`src/rtl/ieeedrv_img_server.sv`:
```
// rtl/ieeedrv_img_server.sv - image-side block server for the IEEE drive sd_* interface
// Streams 256-byte blocks between a byte-addressed image memory and the drive track buffer.
module ieeedrv_img_server #(
  parameter int SUBDRV = 2
) (
  input  logic              clk_sys,
  input  logic              reset,
  input  logic [SUBDRV-1:0] img_present,
  input  logic [31:0]       sd_lba [SUBDRV],
  input  logic [5:0]        sd_blk_cnt [SUBDRV],
  input  logic [SUBDRV-1:0] sd_rd,
  input  logic [SUBDRV-1:0] sd_wr,
  output logic [SUBDRV-1:0] sd_ack,
  output logic [12:0]       sd_buff_addr,
  output logic [7:0]        sd_buff_dout,
  input  logic [7:0]        sd_buff_din [SUBDRV],
  output logic              sd_buff_wr,
  output logic [25:0]       mem_addr,
  output logic              mem_rd,
  output logic              mem_wr,
  output logic [7:0]        mem_din,
  input  logic [7:0]        mem_dout,
  input  logic              mem_ready
);

  typedef enum logic [2:0] {
    IDLE, START, RD_REQ, RD_PUT, WR_ADDR, WR_SAMPLE, WR_WAIT, DONE
  } state_t;

  state_t      state, state_nxt;
  logic [1:0]  sel;
  logic [1:0]  last;
  logic        dir_wr;
  logic        present;
  logic [15:0] lba;
  logic [6:0]  cnt;
  logic [12:0] off;
  logic [5:0]  blk;
  logic [7:0]  rdata;
  logic [7:0]  wdata;

  logic        busy;
  logic        adv;
  logic        last_byte;
  logic        grant_ok;
  logic [1:0]  grant_idx;

  // Per-drive inputs padded to four entries so a 2-bit index is always in range.
  logic [3:0]  pend4;
  logic [3:0]  rd4;
  logic [3:0]  pres4;
  logic [15:0] lba4 [4];
  logic [5:0]  cnt4 [4];
  logic [7:0]  din4 [4];
  logic [15:0] unused_lba_hi [4];

  for (genvar gi = 0; gi < 4; gi++) begin : g_pad
    if (gi < SUBDRV) begin : g_real
      assign pend4[gi]         = sd_rd[gi] | sd_wr[gi];
      assign rd4[gi]           = sd_rd[gi];
      assign pres4[gi]         = img_present[gi];
      assign lba4[gi]          = sd_lba[gi][15:0];
      assign unused_lba_hi[gi] = sd_lba[gi][31:16];
      assign cnt4[gi]          = sd_blk_cnt[gi];
      assign din4[gi]          = sd_buff_din[gi];
    end else begin : g_none
      assign pend4[gi]         = 1'b0;
      assign rd4[gi]           = 1'b0;
      assign pres4[gi]         = 1'b0;
      assign lba4[gi]          = 16'h0000;
      assign unused_lba_hi[gi] = 16'h0000;
      assign cnt4[gi]          = 6'd0;
      assign din4[gi]          = 8'h00;
    end
  end

  for (genvar gi = 0; gi < SUBDRV; gi++) begin : g_ack
    assign sd_ack[gi] = busy && (sel == 2'(gi));
  end

  // Round-robin: scan starting one past the drive served last.
  always_comb begin
    grant_ok  = 1'b0;
    grant_idx = last;
    for (int k = 0; k < SUBDRV; k++) begin
      int t;
      t = int'(last) + 1 + k;
      if (t >= SUBDRV) t = t - SUBDRV;
      if (t >= SUBDRV) t = t - SUBDRV;
      if (!grant_ok && pend4[t[1:0]]) begin
        grant_ok  = 1'b1;
        grant_idx = t[1:0];
      end
    end
  end

  assign last_byte = (off[7:0] == 8'hFF) && (({1'b0, blk} + 7'd1) == cnt);

  always_ff @(posedge clk_sys) begin
    if (reset) state <= IDLE;
    else       state <= state_nxt;
  end

  always_comb begin
    state_nxt  = state;
    busy       = 1'b0;
    sd_buff_wr = 1'b0;
    mem_rd     = 1'b0;
    mem_wr     = 1'b0;
    adv        = 1'b0;
    case (state)
      IDLE: begin
        if (grant_ok) state_nxt = START;
      end
      START: begin
        busy      = 1'b1;
        state_nxt = dir_wr ? WR_ADDR : RD_REQ;
      end
      RD_REQ: begin
        busy   = 1'b1;
        mem_rd = present;
        if (!present || mem_ready) state_nxt = RD_PUT;
      end
      RD_PUT: begin
        busy       = 1'b1;
        sd_buff_wr = 1'b1;
        adv        = 1'b1;
        state_nxt  = last_byte ? DONE : RD_REQ;
      end
      WR_ADDR: begin
        busy      = 1'b1;
        state_nxt = WR_SAMPLE;
      end
      WR_SAMPLE: begin
        busy      = 1'b1;
        state_nxt = WR_WAIT;
      end
      WR_WAIT: begin
        busy   = 1'b1;
        mem_wr = present;
        if (!present || mem_ready) begin
          adv       = 1'b1;
          state_nxt = last_byte ? DONE : WR_ADDR;
        end
      end
      DONE: begin
        state_nxt = IDLE;
      end
      default: state_nxt = IDLE;
    endcase
  end

  always_ff @(posedge clk_sys) begin
    if (reset) begin
      sel     <= 2'd0;
      last    <= 2'(SUBDRV - 1);
      dir_wr  <= 1'b0;
      present <= 1'b0;
      lba     <= 16'h0000;
      cnt     <= 7'd0;
      off     <= 13'd0;
      blk     <= 6'd0;
      rdata   <= 8'h00;
      wdata   <= 8'h00;
    end else begin
      if (state == IDLE && grant_ok) begin
        sel     <= grant_idx;
        dir_wr  <= ~rd4[grant_idx];
        present <= pres4[grant_idx];
        lba     <= lba4[grant_idx];
        cnt     <= {1'b0, cnt4[grant_idx]} + 7'd1;
        off     <= 13'd0;
        blk     <= 6'd0;
      end
      if (state == RD_REQ && (!present || mem_ready))
        rdata <= present ? mem_dout : 8'h00;
      if (state == WR_SAMPLE)
        wdata <= din4[sel];
      if (adv) begin
        off <= off + 13'd1;
        if (off[7:0] == 8'hFF) blk <= blk + 6'd1;
      end
      if (state == DONE)
        last <= sel;
    end
  end

  assign sd_buff_addr = off;
  assign sd_buff_dout = rdata;
  assign mem_din      = wdata;
  assign mem_addr     = {sel, lba + {10'd0, blk}, off[7:0]};

endmodule

```
`config.mk`:
```
export PLATFORM = sky130hd
export DESIGN_NAME = ieeedrv_img_server
export DESIGN_NICKNAME = d
export VERILOG_FILES = /design/src/rtl/ieeedrv_img_server.sv
export SDC_FILE = /design/constraint.sdc
export NUM_CORES = 1
export LEC_CHECK = 0
export BUFFER_PORTS_ARGS = -buffer_cell sky130_fd_sc_hd__clkbuf_2
export CORE_AREA = 5 5 122 90
export CTS_CLUSTER_SIZE = 12
export DETAILED_ROUTE_END_ITERATION = 8
export DIE_AREA = 0 0 127 95
export GPL_TIMING_DRIVEN = 0
export PLACE_DENSITY = 0.74
export RECOVER_POWER = 50
export SLEW_MARGIN = 10
export SYNTH_ARGS = -nofsm -noshare
export SYNTH_HDL_FRONTEND = slang
export SYNTH_SLANG_ARGS = --single-unit
```
`constraint.sdc`:
```
create_clock -name clk_sys -period 3.5 [get_ports clk_sys]
set_clock_uncertainty 0.2 [all_clocks]
set_input_delay 1.05 -clock clk_sys [delete_from_list [all_inputs] [get_ports clk_sys]]
set_output_delay 1.05 -clock clk_sys [all_outputs]
set_load 0.01 [all_outputs]
```
==> impl_metrics.yaml <==
outcome:
  status: "finished with violations"
  violations: "negative setup slack"
floorplan:
  core_area_mm2: 0.00985
  die_area_mm2: 0.0121
  die_w_um: 127
  initial_core_util: 0.430
  io_pins: 169
  rows: 31
  die_h_um: 95
sta:
  worst_pin_slew_ns: 0.850
  fmax_mhz: 273
  fin_tns_setup_ns: -0.515
  drv_slew: 0
  rsz0062_at_grt: "true"
  final-hold-violation-count: 0
  setup_viol: 5
  relSlewSlack: 0.429
  period_share: 1.05
  setup_ws_ns: -0.163
  holdWs_ns: 0.250
  period_needed_ns: 3.66
final_layout:
  design_area_mm2: 0.00550
  nNetsFinal: 797
  regArea_mm2: 0.00135
  utilization: 0.558
  final_layout_size_suffix_gt1_frac: 0.293
  multi_input_area_mm2: 0.00270
  num-fill-cells: 921
  n_antenna_cell: 0
  area_growth_pct: 29.8
logic_synthesis:
  syn_nets: 644
  synth-seq-cells: 67
  netlist_instances: 521
  synth.most_common_cell: "nor2_1"
  yosys_warnings: 0
  synth_edf_count: 0
  netlist_area_mm2: 0.00424
  synth_top_cell_by_area: "dfxtp_1"
  netlist_top_cells_area: "dfxtp_1, nor2_1, a211oi_2, mux2i_1, a21oi_1"
  yosys.area.top_type_share: 0.317
  synthDistinctLibCells: 53
  yosysSeqAreaShare: 0.317
  synthTopCellsByCount: "nor2_1, dfxtp_1, a21oi_1, nand2_1, nor3_1"
  synth_async_sr_flop_share: 0
  ys.flop_type: "dfxtp_1"
  syn_area_per_cell_um2: 8.13
routing:
  vias: 4319
  wl_um: 12300
  via_per_inst: 5.33
  first_pass_iters: 4
  wl_per_cell_um: 15.2
  drc: 0
  ant_nets: 0
  drt-initial-drc-count: 216
global_route:
  grt_overflow: 0
  grt_max_degree: 12
  grtUsageTotal: 0.194
  grt_pass1_wl_um: 19000
  antenna_found_initial: 0
  grt_pass1_vias: 4015
pwr:
  p_seq_frac: 0.345
  power_frac_comb: 0.279
  max-vdd-ir-drop_mv: 0.276
  switching_power_mw: 0.810
  p_clk_frac: 0.376
  p_sw_frac: 0.310
  intPower_mw: 1.81
  p_leak_nw: 2.33
  power_density_mw_per_mm2: 476
clock_network:
  h-tree-depth: 3
  worstSkewPairLatency_ns: 0.33
  root_buffer: "clkbuf_16"
  cts_tree: "yes"
  cts_buffers: 9
  clock_path_buffers: 2
  clk_pin_slew_ns: 0.05
  cts_sinks: 67
placed_design:
  dp_slack_ns: -0.207
  hpwl_um: 9050
  portBuffers: 135
  gp_congestion: 0.856
  placed_area_mm2: 0.00508
setup_path:
  crit_fanout: 5
  cp.required_ns: 2.25
  timing.setup.critical_path_class: "flip-flop to primary output"
  cp.arrival_ns: 2.41
  end_kind: "primary output"
  crit_path_start_kind: "flip-flop"
worst_hold_path:
  hold_class: "flip-flop to flip-flop"
flow_run:
  maxCapViolCount: 0
-- worst max-delay path, cell delays in order, from the launching register on --
cell and delay, ns:
dfxtp_4 0.37, ha_4 0.14, inv_2 0.03, fa_2 0.35, nor2b_2 0.15, o21ai_2 0.09, a21boi_2 0.17, o21ai_1 0.07
nand2b_1 0.20, and3_4 0.22, xor2_1 0.14, buf_2 0.15
-- cell usage in the layout (no fill, tap or decap), types with 5 or more instances in the layout --
cell type	netlist	routed
xnor2_1	19	19
nand3b_1	5	5
a211oi_1	7	7
and3_1	7	6
a211oi_2	22	22
nand3_1	27	27
a21oi_1	47	46
buf_6	5	5
buf_4	10	9
o21ai_1	4	5
clkbuf_2	0	100
nor4_1	5	5
clkbuf_1	19	51
clkbuf_16	0	9
clkbuf_4	0	8
nand2_1	34	34
dfxtp_1	67	63
or3_1	7	7
xor2_1	13	13
mux2i_1	26	26
buf_2	3	8
nor2_2	3	5
ha_1	13	11
o21ai_0	12	9
nor2_1	76	74
inv_1	9	8
nor3_1	28	28
-- layer usage --
| metal | track usage | wire length [µm] | vias to the layer above | share of wire |
|---|---|---|---|---|
| li1 | - | - | 2152 | - |
| met1 | 0.254 | 5740 | 2014 | 0.47 |
| met2 | 0.317 | 5640 | 135 | 0.46 |
| met3 | 0.0480 | 744 | 18 | 0.060 |
| met4 | 0.0589 | 184 | 0 | 0.015 |
| met5 | 0 | 0 | - | 0 |
-- state kept, by name, indices dropped and copies added, names as in the netlist --
signal        flops
mem_din           8
last              2
state             3
blk               6
lba              16
dir_wr            1
present           1
cnt               7
sd_buff_dout      8
sd_buff_addr     13
sel               2
-- power groups by stage --
stage / logic [mW] / registers [mW] / clock network, mW
global placement: 0.700 / 0.910 / 0
floorplan: 0.509 / 0.903 / 0
CTS: 0.728 / 0.899 / 0.993
detailed placement: 0.719 / 0.914 / 0
global route: 0.808 / 0.912 / 1.03
finish: 0.731 / 0.902 / 0.983
-- final timing paths --
kind	cells after the start	from	endpoint	slack, ns
setup / recovery	11	blk[0]	mem_addr[18]	-0.16
hold / removal	2	sd_buff_dout[4]	sd_buff_dout[4]	0.25
setup reg to reg	13	last[0]	cnt[4]	0.34
hold reg to reg	2	sd_buff_dout[4]	sd_buff_dout[4]	0.25
-- cell families after synthesis --
family / after synthesis / share of synthesized area
AND/OR/NAND/NOR: 217 / 0.248
AO/OA/AOI/OAI: 113 / 0.194
flip-flops: 67 / 0.317
buffers and inverters: 49 / 0.0620
XOR/XNOR: 33 / 0.0700
multiplexers: 28 / 0.0667
adder cells (fa/ha/maj): 14 / 0.0431
-- cell type report --
| type | count | share of cell area |
|---|---|---|
| plain buffers | 39 | 0.0412 |
| repair buffers | 142 | 0.125 |
| flip-flops and latches | 67 | 0.245 |
| well taps | 132 | 0.0300 |
| clock inverters | 4 | 0.0132 |
| inverters | 10 | 0.00683 |
| multi-input cells | 405 | 0.491 |
| clock buffers | 12 | 0.0467 |
-- metrics by stage --
stage,power (mW),instances
6_report,2.62,811
5_1_grt,2.75,811
4_1_cts,2.62,812
3_5_place_dp,1.63,788
3_3_place_gp,1.61,788
2_1_floorplan,1.41,521
-- what timing repair did --
item	in CTS	in global routing
pin swaps	5	6
hold buffers	0	0
endpoints found under the setup margin	10	13
setup buffers	8	1
resized for setup	15	16
No activity file was read; power rests on OpenSTA's default activity.
